`src/rtl/pll_lock_monitor.sv`:
```
// Lock detector and frequency checker for the digital PLL, clocked by the reference osc.
// Waits for a stable trim word, then compares the windowed clockp edge count against div*WINDOW.
module pll_lock_monitor #(
    parameter int TRIM_W      = 26,
    parameter int DIV_W       = 5,
    parameter int CNT_W       = 8,
    parameter int STABLE_CYC  = 5,
    parameter int WINDOW      = 8,
    parameter int TOL_SHIFT   = 6,
    parameter int LOSS_WIN    = 2,
    parameter int TIMEOUT_CYC = 50,
    parameter int LT_W        = 16,
    localparam int ACC_W      = CNT_W + $clog2(WINDOW)
) (
    input  logic              osc,
    input  logic              reset,
    input  logic              enable,
    input  logic [DIV_W-1:0]  div,
    input  logic [TRIM_W-1:0] trim,
    input  logic [CNT_W-1:0]  meas_cnt,
    input  logic              meas_valid,
    output logic              locked,
    output logic              timeout,
    output logic              lock_lost,
    output logic [LT_W-1:0]   lock_cycles,
    output logic [ACC_W-1:0]  freq_acc,
    output logic [2:0]        state
);
    typedef enum logic [2:0] {
        ST_IDLE    = 3'd0,
        ST_ACQUIRE = 3'd1,
        ST_MEASURE = 3'd2,
        ST_LOCKED  = 3'd3,
        ST_FAIL    = 3'd4
    } state_t;

    localparam int SC_W   = $clog2(STABLE_CYC + 1);
    localparam int SMP_W  = $clog2(WINDOW);
    localparam int MISS_W = $clog2(LOSS_WIN + 1);
    localparam int CMP_W  = ACC_W + DIV_W + 2;

    localparam logic [SC_W-1:0]   STABLE_N = SC_W'(STABLE_CYC);
    localparam logic [SMP_W-1:0]  SMP_LAST = SMP_W'(WINDOW - 1);
    localparam logic [MISS_W-1:0] LOSS_N   = MISS_W'(LOSS_WIN);
    localparam logic [LT_W-1:0]   TMO_LC   = LT_W'(TIMEOUT_CYC);

    state_t              st;
    logic [TRIM_W-1:0]   trim_q;
    logic [DIV_W-1:0]    div_q;
    logic [SC_W-1:0]     stable_cnt;
    logic [SMP_W-1:0]    smp_cnt;
    logic [MISS_W-1:0]   miss_cnt;
    logic [ACC_W-1:0]    acc;

    logic [LT_W-1:0]     lc_inc;
    logic [SC_W-1:0]     sc_inc;
    logic [ACC_W-1:0]    sum;
    logic                win_done;
    logic                win_pass;
    logic                trim_chg;
    logic                restart;

    function automatic logic [LT_W-1:0] sat_inc(input logic [LT_W-1:0] v);
        return (&v) ? v : v + 1'b1;
    endfunction

    // |sum - div*WINDOW| <= (div*WINDOW) >> TOL_SHIFT, evaluated with signed headroom
    function automatic logic in_band(input logic [ACC_W-1:0] s, input logic [DIV_W-1:0] d);
        logic signed [CMP_W-1:0] tgt;
        logic signed [CMP_W-1:0] tol;
        logic signed [CMP_W-1:0] diff;
        tgt  = $signed(CMP_W'(d)) <<< SMP_W;
        tol  = tgt >>> TOL_SHIFT;
        diff = $signed(CMP_W'(s)) - tgt;
        if (diff < 0) diff = -diff;
        return diff <= tol;
    endfunction

    assign lc_inc   = sat_inc(lock_cycles);
    assign sc_inc   = stable_cnt + 1'b1;
    assign sum      = acc + ACC_W'(meas_cnt);
    assign win_done = meas_valid && (smp_cnt == SMP_LAST);
    assign win_pass = in_band(sum, div_q);
    assign trim_chg = (trim != trim_q);
    assign restart  = (st != ST_IDLE) && (div != div_q);
    assign state    = st;

    always_ff @(posedge osc) begin
        if (reset) begin
            st          <= ST_IDLE;
            locked      <= 1'b0;
            timeout     <= 1'b0;
            lock_lost   <= 1'b0;
            lock_cycles <= '0;
            freq_acc    <= '0;
            stable_cnt  <= '0;
            smp_cnt     <= '0;
            miss_cnt    <= '0;
            acc         <= '0;
            trim_q      <= '0;
            div_q       <= '0;
        end else begin
            trim_q    <= trim;
            div_q     <= div;
            lock_lost <= 1'b0;
            // Disable, a new div target and the IDLE exit all start a fresh attempt
            if (!enable || restart || st == ST_IDLE) begin
                st          <= enable ? ST_ACQUIRE : ST_IDLE;
                locked      <= 1'b0;
                timeout     <= 1'b0;
                lock_cycles <= '0;
                stable_cnt  <= '0;
                smp_cnt     <= '0;
                miss_cnt    <= '0;
                acc         <= '0;
            end else begin
                case (st)
                    ST_ACQUIRE: begin
                        lock_cycles <= lc_inc;
                        if (lc_inc >= TMO_LC) begin
                            st      <= ST_FAIL;
                            timeout <= 1'b1;
                        end else if (trim_chg) begin
                            stable_cnt <= '0;
                        end else begin
                            stable_cnt <= sc_inc;
                            if (sc_inc == STABLE_N) begin
                                st      <= ST_MEASURE;
                                acc     <= '0;
                                smp_cnt <= '0;
                            end
                        end
                    end
                    ST_MEASURE: begin
                        lock_cycles <= lc_inc;
                        if (meas_valid) begin
                            acc     <= sum;
                            smp_cnt <= smp_cnt + 1'b1;
                        end
                        if (win_done) freq_acc <= sum;
                        if (win_done && win_pass) begin
                            st       <= ST_LOCKED;
                            locked   <= 1'b1;
                            acc      <= '0;
                            miss_cnt <= '0;
                        end else if (lc_inc >= TMO_LC) begin
                            st      <= ST_FAIL;
                            timeout <= 1'b1;
                        end else if (win_done || trim_chg) begin
                            st         <= ST_ACQUIRE;
                            stable_cnt <= '0;
                        end
                    end
                    ST_LOCKED: begin
                        if (meas_valid) begin
                            acc     <= sum;
                            smp_cnt <= smp_cnt + 1'b1;
                        end
                        if (win_done) begin
                            freq_acc <= sum;
                            acc      <= '0;
                            if (win_pass) begin
                                miss_cnt <= '0;
                            end else if (miss_cnt + 1'b1 == LOSS_N) begin
                                st          <= ST_ACQUIRE;
                                locked      <= 1'b0;
                                lock_lost   <= 1'b1;
                                lock_cycles <= '0;
                                stable_cnt  <= '0;
                                miss_cnt    <= '0;
                            end else begin
                                miss_cnt <= miss_cnt + 1'b1;
                            end
                        end
                    end
                    ST_FAIL: begin
                    end
                    default: st <= ST_IDLE;
                endcase
            end
        end
    end

endmodule
```
`config.mk`:
```
export PLATFORM = sky130hd
export DESIGN_NAME = pll_lock_monitor
export DESIGN_NICKNAME = d
export VERILOG_FILES = /design/src/rtl/pll_lock_monitor.sv
export SDC_FILE = /design/constraint.sdc
export NUM_CORES = 1
export LEC_CHECK = 0
export ABC_AREA = 1
export CORE_UTILIZATION = 60
export DETAILED_ROUTE_END_ITERATION = 6
export HOLD_SLACK_MARGIN = 0.15
export PLACE_DENSITY_LB_ADDON = 0.08
export SLEW_MARGIN = 10
export SYNTH_ARGS = -nofsm -noshare
export SYNTH_HDL_FRONTEND = slang
export SYNTH_SLANG_ARGS = --single-unit
```
`constraint.sdc`:
```
create_clock -name osc -period 7.55 [get_ports osc]
set_input_delay 1.51 -clock osc [delete_from_list [all_inputs] [get_ports osc]]
set_output_delay 1.51 -clock osc [all_outputs]
set_load 0.01 [all_outputs]
```
==> results.json <==
{
  "drt-initial-drc-count": 181,
  "rows": 34,
  "final_core_util_pct": 72.8,
  "overflow": 0,
  "routed_wl_um": 13200,
  "pwr-share-clk_pct": 34.3,
  "ios": 76,
  "insertion_delay_ns": 0.38,
  "vias": 5202,
  "p_switching_mw": 0.271,
  "gp_congestion": 0.977,
  "synth_ff_type": "dfxtp_1",
  "die_w_um": 96.3,
  "ys_ff_latch": 83,
  "ir_drop_mv": 0.101,
  "critical-path-slowest-cell": "fa_1",
  "power.internal_mw": 0.647,
  "coreArea_mm2": 0.00868,
  "synth_edf_count": 0,
  "cp.required_ns": 7.80,
  "min_from": "miss_cnt[1]$_SDFFE_PP0P_",
  "synth.distinct_cells": 46,
  "antenna_left": 0,
  "drc": 0,
  "hp-class": "flip-flop to flip-flop",
  "seq_power_share_pct": 49.2,
  "cts-hold-fix-buffers": 0,
  "startpoint_type": "primary input",
  "cp_max_fo": 23,
  "finClkSkew_ns": 0.0186,
  "postCtsSetupBuffers": 0,
  "worstHoldPathCells": 2,
  "grtUsageTotal_pct": 29.6,
  "max_freq_mhz": 160,
  "p_total_mw": 0.918,
  "cts.sinks": 83,
  "dr.pass1.iters": 5,
  "p_leak_nw": 2.82,
  "die_h_um": 96.3,
  "drive_above_1_share_pct": 9.00,
  "setup_viol": 0,
  "cts_made_buffers": 9,
  "layout_common_cells": "nand2_1 (174), inv_1 (108), nor2_1 (101)",
  "netlist_area_mm2": 0.00533,
  "power.share.combinational_pct": 16.4,
  "dieArea_mm2": 0.00927,
  "yosysSeqAreaShare_pct": 31.2,
  "crit_arrival_ns": 6.51,
  "clockRootBuffer": "clkbuf_8",
  "setup-tns-final_ns": 0,
  "htree_levels": 3,
  "n_antenna_cell": 0,
  "avgRoutedWirePerCell_um": 13.5,
  "r2r-end": "lock_cycles[10]$_SDFFE_PP0P_",
  "slew_headroom_pct": 45.6,
  "rsz0062_at_grt": "false",
  "clk_pin_slew_worst_paths_ns": 0.09,
  "period_share_pct": 82.9,
  "timing.critical_path.slowest_cell_delay_ns": 0.43,
  "cp-end-kind": "flip-flop",
  "worstRegToRegCells": 31,
  "grt_max_degree": 36,
  "nets": 929,
  "tightestPinTransition_ns": 0.816,
  "cap_viol_max_count": 0,
  "cts.path.max_buffers": 2,
  "final_common_cell": "nand2_1",
  "cellPowerDensity_mw_per_mm2": 145,
  "ys_warn_count": 0,
  "crit_top_cell": "nand2_1",
  "async_flop_share_pct": 0,
  "status": "finished, final reports clean",
  "switching_share_pct": 29.5,
  "grt_pass1_vias": 4748,
  "cts_resized": 0,
  "synthesis.nets": 860,
  "critPathKind": "primary input to flip-flop",
  "viasPerCell": 5.34,
  "dp_hpwl_um": 10200,
  "tritoncts": "built",
  "fin_crit_ns": 6.26,
  "hold_end": "miss_cnt[1]$_SDFFE_PP0P_",
  "postSynthCellCount": 793,
  "io_buffers": 75,
  "initial_utilization_pct": 61.5,
  "report.final.slew_viol_count": 0,
  "antenna_found_initial": 0,
  "area.growth.synth_to_final_pct": 18.4,
  "avgSynthCellArea_um2": 6.73,
  "regToRegStartpoint": "acc[0]$_SDFFE_PP0P_",
  "grt_pass1_wl_um": 21100,
  "hold_violations": 0,
  "rrSetupSlack_ns": 2.49
}
state kept, by name (all words and copies together), names as in the netlist, 2 cells and up:
| name | flops |
|---|---|
| stable_cnt | 3 |
| div_q | 5 |
| freq_acc | 11 |
| miss_cnt | 2 |
| lock_cycles | 16 |
| state | 3 |
| smp_cnt | 3 |
| acc | 11 |
| trim_q | 26 |
how the worst max path moves through the flow:
stage	from	endpoint	slack [ns]	cells past startpoint
detailed placement	meas_cnt[0]	lock_cycles[10]$_SDFFE_PP0P_	0.93	32
finish	meas_cnt[0]	lock_cycles[10]$_SDFFE_PP0P_	1.29	32
global placement	meas_cnt[0]	lock_cycles[5]$_SDFFE_PP0P_	1.14	32
global route	meas_cnt[2]	lock_cycles[3]$_SDFFE_PP0P_	0.86	30
floorplan	meas_cnt[0]	lock_cycles[10]$_SDFFE_PP0P_	1.99	34
CTS	meas_cnt[0]	lock_cycles[10]$_SDFFE_PP0P_	1.30	32
metal layers:
layer | part of all wire [%] | track usage [%] | wire length (um) | vias to the layer above
li1 | - | - | - | 2657
met5 | 0 | 0 | 0 | -
met4 | 1.8 | 10.3 | 237 | 0
met3 | 4.9 | 4.90 | 643 | 28
met2 | 50 | 52.2 | 6570 | 141
met1 | 43 | 36.2 | 5710 | 2376
metrics by stage:
stage	hold slack (ns)	std cells	setup slack (ns)	cell area, um^2
after global routing	0.471	975	0.861	6320
final	0.431	975	1.29	6320
after floorplan	0.409	793	1.99	5330
after CTS	0.432	975	1.30	6320
after global placement	0.418	959	1.14	6120
after detailed placement	0.418	959	0.928	6120
worst max-delay path, delay by kind of cell:
kind	cells	cell delay, ns
xor gates and xnor gates	1	0.28
buffers and inverters	4	0.64
and+or+nand+nor	18	1.97
AOI/OAI and AO/OA	5	0.76
adders and majority gates	4	1.34
cell type report:
class | count | area [um^2]
clock inverter | 6 | 58.8
multi-input combinational | 577 | 3120
clock buffer | 10 | 138
sequential | 83 | 1660
inverter | 113 | 429
tap | 108 | 135
timing repair buffer | 78 | 773
fill | 775 | 2360
logic make-up (layout without fill, tap and decap cells):
family / after synthesis / after routing / share of synthesized area, %
and+or+nand+nor: 411 / 411 / 35.4
AOI/OAI and AO/OA: 106 / 106 / 11.3
adders and majority gates: 24 / 24 / 5.91
xor gates and xnor gates: 36 / 36 / 5.91
DFF: 83 / 83 / 31.2
buffers and inverters: 133 / 207 / 10.3
power by group through the flow:
stage               clock (mW)  sequential (mW)  combinational (mW)
floorplan                    0            0.461               0.105
global placement             0            0.461               0.146
detailed placement           0            0.462               0.150
CTS                      0.319            0.452               0.151
global route             0.335            0.453               0.170
finish                   0.315            0.452               0.151
cell usage after synthesis (14+ instances only):
| master | n | share of area (%) |
|---|---|---|
| a21oi_1 | 40 | 3.8 |
| dfxtp_1 | 83 | 31 |
| ha_1 | 22 | 5.2 |
| inv_1 | 108 | 7.6 |
| nand2_1 | 174 | 12 |
| nand3_1 | 51 | 4.8 |
| nand4_1 | 16 | 1.9 |
| nor2_1 | 101 | 7.1 |
| nor3_1 | 16 | 1.5 |
| o21ai_0 | 34 | 3.2 |
| or2_2 | 16 | 1.9 |
| xnor2_1 | 14 | 2.3 |
| xor2_1 | 22 | 3.6 |
No activity file was read; power rests on OpenSTA's default activity.
